`src/rtl/vga_font_wr_sched.sv`:
```
// Font RAM write scheduler: queues glyph-row writes and issues them only inside display blanking.
// Optional statistics counters are built when VGA_FONTSCHED_STATS_EN is defined.
module vga_font_wr_sched #(
  parameter int ADDR_WIDTH = 11,
  parameter int DATA_WIDTH = 8,
  parameter int FIFO_DEPTH = 16,
  parameter int GUARD_CYC  = 2
) (
  input  logic                          clk_i,
  input  logic                          rst_i,
  input  logic                          req_valid_i,
  output logic                          req_ready_o,
  input  logic [ADDR_WIDTH-1:0]         req_addr_i,
  input  logic [DATA_WIDTH-1:0]         req_data_i,
  input  logic                          blank_i,
  output logic                          fm_wr_en_o,
  output logic [ADDR_WIDTH-1:0]         fm_addr_w_o,
  output logic [DATA_WIDTH-1:0]         fm_din_o,
  output logic [$clog2(FIFO_DEPTH):0]   pending_o,
  output logic                          busy_o,
  output logic [1:0]                    dbg_state_o
`ifdef VGA_FONTSCHED_STATS_EN
  ,
  output logic [15:0]                   stat_wr_o,
  output logic [15:0]                   stat_stall_o
`endif
);

  localparam int PTR_W = $clog2(FIFO_DEPTH);
  localparam int CNT_W = PTR_W + 1;
  localparam int ENT_W = ADDR_WIDTH + DATA_WIDTH;
  localparam logic [3:0] GUARD_TH = 4'(GUARD_CYC);

  typedef enum logic [1:0] {
    S_IDLE  = 2'd0,
    S_WAIT  = 2'd1,
    S_WRITE = 2'd2
  } state_t;

  // Handshake: a request is taken at a rising edge when req_valid_i and req_ready_o are both 1;
  // req_ready_o depends only on the registered occupancy, never on a same-cycle pop.

  logic [ENT_W-1:0] r_mem [FIFO_DEPTH];
  logic [PTR_W-1:0] r_wr_ptr;
  logic [PTR_W-1:0] r_rd_ptr;
  logic [CNT_W-1:0] r_count;
  logic [3:0]       r_guard;
  state_t           r_state;
  state_t           w_next_state;

  logic             w_empty;
  logic             w_full;
  logic             w_last;
  logic             w_push;
  logic             w_pop;
  logic             w_guard_ok;
  logic             w_wr_en;
  logic [ENT_W-1:0] w_head;

  assign w_empty    = (r_count == '0);
  assign w_full     = (r_count == CNT_W'(FIFO_DEPTH));
  assign w_last     = (r_count == CNT_W'(1));
  assign w_guard_ok = (r_guard >= GUARD_TH);
  assign w_push     = req_valid_i & ~w_full;
  assign w_pop      = w_wr_en;
  assign w_head     = r_mem[r_rd_ptr];

  always_ff @(posedge clk_i) begin
    if (w_push) begin
      r_mem[r_wr_ptr] <= {req_addr_i, req_data_i};
    end
  end

  always_ff @(posedge clk_i) begin
    if (rst_i) begin
      r_wr_ptr <= '0;
      r_rd_ptr <= '0;
      r_count  <= '0;
    end else begin
      if (w_push) r_wr_ptr <= r_wr_ptr + PTR_W'(1);
      if (w_pop)  r_rd_ptr <= r_rd_ptr + PTR_W'(1);
      if (w_push && !w_pop)      r_count <= r_count + CNT_W'(1);
      else if (w_pop && !w_push) r_count <= r_count - CNT_W'(1);
    end
  end

  // Consecutive blanking cycles seen so far; saturates so long blanking stays guard_ok.
  always_ff @(posedge clk_i) begin
    if (rst_i || !blank_i) begin
      r_guard <= '0;
    end else if (r_guard != 4'hF) begin
      r_guard <= r_guard + 4'd1;
    end
  end

  always_ff @(posedge clk_i) begin
    if (rst_i) r_state <= S_IDLE;
    else       r_state <= w_next_state;
  end

  always_comb begin
    w_next_state = r_state;
    case (r_state)
      S_IDLE: begin
        if (w_push) w_next_state = S_WAIT;
      end
      S_WAIT: begin
        if (w_wr_en) begin
          if (w_last && !w_push) w_next_state = S_IDLE;
          else                   w_next_state = S_WRITE;
        end
      end
      S_WRITE: begin
        if (w_wr_en && w_last && !w_push) w_next_state = S_IDLE;
        else if (!blank_i)                w_next_state = S_WAIT;
        else if (w_empty && !w_push)      w_next_state = S_IDLE;
      end
      default: w_next_state = S_IDLE;
    endcase
  end

  always_comb begin
    w_wr_en = blank_i & w_guard_ok & ~w_empty & (r_state != S_IDLE);
    busy_o  = (r_state != S_IDLE);
  end

  assign req_ready_o = ~w_full;
  assign fm_wr_en_o  = w_wr_en;
  assign fm_addr_w_o = w_wr_en ? w_head[ENT_W-1:DATA_WIDTH] : '0;
  assign fm_din_o    = w_wr_en ? w_head[DATA_WIDTH-1:0]     : '0;
  assign pending_o   = r_count;
  assign dbg_state_o = r_state;

`ifdef VGA_FONTSCHED_STATS_EN
  logic [15:0] r_stat_wr;
  logic [15:0] r_stat_stall;

  always_ff @(posedge clk_i) begin
    if (rst_i) begin
      r_stat_wr    <= '0;
      r_stat_stall <= '0;
    end else begin
      if (w_pop)                      r_stat_wr    <= r_stat_wr + 16'd1;
      if (req_valid_i && w_full)      r_stat_stall <= r_stat_stall + 16'd1;
    end
  end

  assign stat_wr_o    = r_stat_wr;
  assign stat_stall_o = r_stat_stall;
`endif

endmodule

```
`config.mk`:
```
export PLATFORM = sky130hd
export DESIGN_NAME = vga_font_wr_sched
export DESIGN_NICKNAME = d
export VERILOG_FILES = /design/src/rtl/vga_font_wr_sched.sv
export SDC_FILE = /design/constraint.sdc
export NUM_CORES = 1
export LEC_CHECK = 0
export CORE_MARGIN = 8
export CORE_UTILIZATION = 25
export DETAILED_ROUTE_END_ITERATION = 8
export PLACE_DENSITY = 0.36
export SLEW_MARGIN = 30
export SYNTH_ARGS = -nofsm -noshare
export SYNTH_HDL_FRONTEND = slang
export SYNTH_SLANG_ARGS = --single-unit
```
`constraint.sdc`:
```
create_clock -name clk_i -period 7.53 [get_ports clk_i]
set_input_delay 2.259 -clock clk_i [delete_from_list [all_inputs] [get_ports clk_i]]
set_output_delay 2.259 -clock clk_i [all_outputs]
set_load 0.02 [all_outputs]
```
==> results of run 1 <==
## layer usage
metal  up-vias  GRT usage
met1      3365      0.147
met3        51     0.0269
met2       154      0.178
met4         2     0.0332
li1       2687          -
met5         -          0
## synth_stat cells (all sizes together)
cell type	number
ha	12
or2	1
nand3	4
mux2i	40
o21ai	4
nor3	7
clkbuf	8
nand4bb	1
nor4	2
nor2b	2
nand2b	4
a31oi	1
or4	1
edfxtp	304
mux4	76
o22ai	19
nor2	30
buf	18
or4b	1
nand3b	1
a21oi	5
nand2	11
nor3b	1
nand4	4
dfxtp	23
inv	9
nor4b	2
xor2	4
o311a	1
xnor2	6
and3	1
or3	1
a211oi	3
mux2	1
## state kept, by name, indices dropped and copies added, names as in the netlist, named ones only
name         count
pending_o        5
r_rd_ptr         4
r_mem          304
r_guard          4
dbg_state_o      2
r_wr_ptr         4
## stage by stage
step	area [um^2]	total power, W	std cells
global placement	14200	0.00231	1333
finish	15400	0.00406	1405
floorplan	12800	0.00220	608
detailed placement	14200	0.00232	1333
global route	15400	0.00422	1405
CTS	15400	0.00413	1403
## worst min path at each step
stage	startpoint	end	slack, ns	cells past startpoint
4_1_cts	r_wr_ptr[1]$_SDFFE_PP0P_	r_wr_ptr[1]$_SDFFE_PP0P_	0.52	2
3_3_place_gp	r_wr_ptr[1]$_SDFFE_PP0P_	r_wr_ptr[1]$_SDFFE_PP0P_	0.50	2
5_1_grt	r_wr_ptr[1]$_SDFFE_PP0P_	r_wr_ptr[1]$_SDFFE_PP0P_	0.53	2
2_1_floorplan	r_wr_ptr[1]$_SDFFE_PP0P_	r_wr_ptr[1]$_SDFFE_PP0P_	0.47	2
3_5_place_dp	r_wr_ptr[1]$_SDFFE_PP0P_	r_wr_ptr[1]$_SDFFE_PP0P_	0.51	2
6_report	r_wr_ptr[1]$_SDFFE_PP0P_	r_wr_ptr[1]$_SDFFE_PP0P_	0.52	2
## cells by family after synthesis
group / count (synthesis) / share of synthesized area
fa+ha+maj: 12 / 0.0118
flops: 327 / 0.751
mux: 117 / 0.166
simple gates: 74 / 0.0312
xor+xnor: 10 / 0.00686
compound gates: 33 / 0.0168
buf+inv: 35 / 0.0164
## final cells by class
type | instances | area (um^2) | area share
Sequential cell | 327 | 9600 | 0.622
Multi-Input combinational cell | 246 | 3020 | 0.196
Clock buffer | 49 | 1030 | 0.0670
Tap cell | 680 | 851 | 0.0552
Timing Repair Buffer | 73 | 701 | 0.0454
Clock inverter | 21 | 180 | 0.0117
Inverter | 9 | 33.8 | 0.00219
## power breakdown
part / internal, W / switching [W] / total [W]
clock: 0.00107 / 0.000711 / 0.00178
combinational: 0.0000848 / 0.000135 / 0.000219
sequential: 0.00203 / 0.0000263 / 0.00205
total: 0.00319 / 0.000872 / 0.00406
## worst max-delay path: stages
cell,delay [ns]
clkdlybuf4s50_1,0.52
o21ai_1,0.14
nor3_4,0.41
nand2b_2,0.43
o22ai_1,0.31
clkdlybuf4s50_1,0.66
==> summary.md, run 1 <==
| Metric | Value |
|---|---|
| Nets | `around 730` |
| Max cap viols | `0` |
| Vias in the first global route | `between 6000 and 7000` |
| Worst r2r path cells | `10` |
| CTS resizes | `0` |
| Core area | `roughly 0.051 mm^2` |
| Slew @ Worst Pin | `0.837 ns` |
| Root buffer cell | `clkbuf_16` |
| Syn nets | `roughly 640` |
| Post-synthesis cell area | `roughly 0.013 mm^2` |
| Worst-skew pair later-pin latency | `0.53 ns` |
| Remaining Overflow, GRT | `0` |
| Worst setup margin | `0.548 ns` |
| Drt total wl | `between 30000 and 40000 um` |
| Yosys warnings | `0` |
| Met2 WL | `15500 um` |
| Hold WC Path Type | `flip-flop to flip-flop` |
| Setup TNS | `0 ns` |
| GRT Overall Usage | `0.111` |
| Clk_skew | `between 0.015 and 0.02 ns` |
| Min Hold Slack | `0.517 ns` |
| Post-synth cell types | `46` |
| Ranking of synthesized cells by area | `edfxtp_1, mux4_2, dfxtp_1` |
| Drt pass-1 iters | `7` |
| #FFs+latches synth | `327` |
| Setup violators final | `0` |
| Power Density | `263 mW/mm^2` |
| Buffers on Ports | `51` |
| Routed Antenna Nets | `0` |
| CP Data Required Time | `5.27 ns` |
| DIE AREA | `0.0586 mm^2` |
| Fin util | `0.303` |
| DRC viols | `0` |
| Max Clk Rate | `143 MHz` |
| Average cell area after synthesis | `21.0 um^2` |
| Die height | `242 um` |
| Critical Path Fanout Max | `19` |
| Fin. max-slew vios | `0` |
| Antenna violations before repair | `1` |
| Gpl congestion | `around 0.73` |
| Final Cycle Share | `0.927` |
| Post-synth top area share | `0.715` |
| Ant diodes | `0` |
| Post-CTS setup buffers | `0` |
| Slew HR | `0.442` |
| First-pass GRT wire length | `around 47000 um` |
| Cts bufs inserted | `39` |
| Lkg Pwr | `about 4.7 nW` |
| Clock Sinks | `327` |
| Post-detail-place hpwl | `18900 um` |
| H-tree levels | `2` |
| Sequential area share after synthesis | `0.751` |
| Status | `completed` |
| Worst reg2reg setup slack | `4.61 ns` |
| Top layer in use | `met5` |
| Clock buffer depth | `3` |
| Fillers | `5002` |
| Setup crit end | `fm_addr_w_o[5]` |
| Peak supply drop | `between 0.0001 and 0.00015 V` |
| Hold Fails Final Rpt | `0` |
| Time the worst path needs with I/O delays and setup | `~7 ns` |
| CTS tree | `yes` |
| Die Width | `242 um` |
| Post-Place Worst Slack | `0.583 ns` |
| Yosys top cell by area | `edfxtp_1` |
| Num ports | `52` |
| First-iteration detailed-routing DRC count | `~370` |
| FF-to-FF Start | `pending_o[0]$_SDFFE_PP0P_` |
| Hold-fix buffers at CTS | `0` |
| Met1 wire length | `15000 um` |
| Setup CP Type | `input port to output port` |
| Initial core utilization | `0.251` |
| Via Count | `6259` |
| Beginning of the critical path | `blank_i` |
| Row cnt | `83` |
| Most common cell after layout, fill and taps aside | `edfxtp_1` |
| Per-cell routed wire length | `23.5 um` |
| Nature of the critical path endpoint | `output port` |
| Most frequent cells in the layout | `edfxtp_1, mux4_2, clkdlybuf4s50_1` |
| RSZ-0062 raised after global routing | `no` |
| CP Launch Type | `input port` |
| Clk slew on worst S/H paths | `roughly 0.060 ns` |
| Reg2reg end | `pending_o[4]$_SDFFE_PP0P_` |
| Gate Count Post-Synth | `608` |
| Total length of routed met3 wires | `1790 um` |
| Largest net degree at the start of global routing | `58` |
| Crit path DAT | `approximately 4.7 ns` |
| Area Growth Syn to Fin | `20.8%` |
| Vias per inst | `4.45` |
| Share of cells above drive strength 1 | `0.248` |
Note: power is estimated with default switching activity, not from simulation.
==> inputs of run 2 (changes only) <==
==> constraint.sdc (replaced) <==
create_clock -name clk_i -period 8.55 [get_ports clk_i]
set_input_delay 2.565 -clock clk_i [delete_from_list [all_inputs] [get_ports clk_i]]
set_output_delay 2.565 -clock clk_i [all_outputs]
set_load 0.02 [all_outputs]
==> run 2 against run 1 <==
Register-to-register slack improved by 1.0 ns. Sequential cell count unchanged. Largest cell class unchanged. Clock skew decreased by 0.0016 ns. Largest power group unchanged. Routed wire length increased by 0.34%. Sequential share of layout area increased by 0.15 points. Critical endpoint is now fm_din_o[0]. Worst setup slack improved by 0.40 ns. Via count decreased by 2.2%. First-iteration DRC count increased by 11%. Count of clock-buffer cells in the layout increased by 2. Core utilization decreased by 0.071 points. Combinational power decreased by 12%. Highest routed layer unchanged. Worst hold slack got worse by 0.0018 ns.
==> summary.md, run 2 (synthesis gave the netlist of run 1 again) <==
| Metric | Value |
|---|---|
| Power Density | `231 mW/mm^2` |
| Worst-skew pair later-pin latency | `0.55 ns` |
| Peak supply drop | `0.000107 V` |
| Nature of the critical path endpoint | `output port` |
| Vias per inst | `4.36` |
| Buf/Inv on CP | `2` |
| Buffers on Ports | `51` |
| Nets | `between 700 and 800` |
| Setup CP Type | `input port to output port` |
| Num ports | `52` |
| CP Launch Type | `input port` |
| Worst r2r path cells | `10` |
| Post-CTS setup buffers | `0` |
| Max cap viols | `0` |
| Root buffer cell | `clkbuf_16` |
| Most frequent cells in the layout | `edfxtp_1, mux4_2, clkdlybuf4s50_1` |
| Status | `completed` |
| Delay of the slowest critical-path stage | `approximately 0.67 ns` |
| Drt pass-1 iters | `6` |
| Hold WC Path Type | `flip-flop to flip-flop` |
| Die height | `between 200 and 250 um` |
| Reg2reg end | `pending_o[4]$_SDFFE_PP0P_` |
| First-iteration detailed-routing DRC count | `412` |
| Clk slew on worst S/H paths | `about 0.060 ns` |
| Slew @ Worst Pin | `0.866 ns` |
| Clk_skew | `0.0180 ns` |
| Biggest register | `r_mem` |
| Row cnt | `83` |
| Most common cell after layout, fill and taps aside | `edfxtp_1` |
| Design Area, Final | `0.0154 mm^2` |
| Clock buffer depth | `3` |
| Max Clk Rate | `between 100 and 150 MHz` |
| DRC viols | `0` |
| Crit path DAT | `around 5.0 ns` |
| Gpl congestion | `0.760` |
| Ant diodes | `0` |
| Drt total wl | `33100 um` |
| CTS resizes | `0` |
| Total power | `0.00356 W` |
| Antenna violations before repair | `1` |
| DIE AREA | `0.0586 mm^2` |
| FF-to-FF Start | `pending_o[0]$_SDFFE_PP0P_` |
| Setup TNS | `0 ns` |
| H-tree levels | `2` |
| Post-detail-place hpwl | `19200 um` |
| First-pass GRT wire length | `48100 um` |
| Core area | `0.0509 mm^2` |
| Placement Cell Area | `0.0142 mm^2` |
| Most used cell along the critical path | `clkdlybuf4s50_1` |
| Remaining Overflow, GRT | `0` |
| Hold depth | `2` |
| Min Hold Slack | `0.515 ns` |
| Critical-path cell list | `clkdlybuf4s50_1, o21ai_1, nor3_4, nand2b_2, o22ai_1, clkdlybuf4s50_1` |
| Per-cell routed wire length | `23.6 um` |
| Cts bufs inserted | `39` |
| Slew HR | `0.423` |
| Largest net degree at the start of global routing | `52` |
| Initial core utilization | `0.251` |
| CP Data Required Time | `5.99 ns` |
| Hold Fails Final Rpt | `0` |
| Final Cycle Share | `0.889` |
| Area Growth Syn to Fin | `20.5%` |
| Hold-fix buffers at CTS | `0` |
| RSZ-0062 raised after global routing | `no` |
| Top Family by Delay on Critical Path | `buffers and inverters` |
| Setup violators final | `0` |
| Critical Path Fanout Max | `19` |
| Vias in the first global route | `6816` |
| Crit-path slowest cell | `clkdlybuf4s50_1` |
| Worst reg2reg setup slack | `5.63 ns` |
| Largest register FFs | `around 300` |
| GRT Overall Usage | `0.113` |
| Share of cells above drive strength 1 | `0.247` |
| Lkg Pwr | `between 4 and 5 nW` |
| CTS tree | `yes` |
| Time the worst path needs with I/O delays and setup | `7.60 ns` |
| Critical hold path startpoint | `r_wr_ptr[1]$_SDFFE_PP0P_` |
| Die Width | `approximately 240 um` |
| Fin. max-slew vios | `0` |
| Clock Sinks | `about 330` |
| Via Count | `6122` |
| Routed Antenna Nets | `0` |
| Worst Hold End | `r_wr_ptr[1]$_SDFFE_PP0P_` |
run 2: cell count changes in the layout (fill, tap and decap cells not counted):
cell        delta
buf_12         -2
clkinvlp_4     +3
clkbuf_8       -1
clkinv_2       -2
clkbuf_1       +3
bufinv_16      -1
clkinv_1       -3
buf_16         +1
buf_4          -1
inv_8          -1
inv_6          +3
run 2: worst max-delay path by stage:
stage / startpoint / end / slack [ns] / cells past startpoint
after CTS: blank_i / fm_din_o[0] / 0.95 / 6
after detailed placement: blank_i / fm_din_o[0] / 0.96 / 6
after floorplan: blank_i / fm_addr_w_o[8] / 2.16 / 6
after global placement: blank_i / fm_addr_w_o[8] / 1.11 / 6
after global routing: blank_i / fm_addr_w_o[4] / 0.83 / 6
final: blank_i / fm_din_o[0] / 0.95 / 6
run 2: stage by stage:
| stage | utilization | std cells | worst slack (ns) |
|---|---|---|---|
| 3_3_place_gp | 0.278 | 1332 | 1.11 |
| 4_1_cts | 0.302 | 1404 | 0.946 |
| 6_report | 0.302 | 1404 | 0.951 |
| 3_5_place_dp | 0.279 | 1333 | 0.956 |
| 2_1_floorplan | - | 608 | 2.16 |
| 5_1_grt | 0.302 | 1404 | 0.827 |
run 2: per-layer routing:
layer  up-vias  track usage  routed length, um  part of all wire
li1       2686            -                  -                 -
met1      3238        0.148              14500              0.44
met2       149        0.180              15800              0.48
met3        47       0.0289               2030             0.061
met4         2       0.0367                812             0.025
met5         -            0                 13           0.00039
run 2: report_power, final:
part	internal, W	switching, W
combinational	0.0000751	0.000118
clock	0.000915	0.000645
sequential	0.00179	0.0000223
total	0.00278	0.000785
run 2: final cells by class:
cell class | instances | area, um^2
Clock buffer | 51 | 1030
Clock inverter | 20 | 166
Fill cell | 4995 | 35500
Inverter | 9 | 33.8
Multi-Input combinational cell | 246 | 3020
Sequential cell | 327 | 9600
Tap cell | 680 | 851
Timing Repair Buffer | 71 | 681
run 2: tightest hold or removal path: stages, from the launching register on:
cell     delay, ns
dfxtp_1       0.34
nand2_1       0.07
a21oi_1       0.05
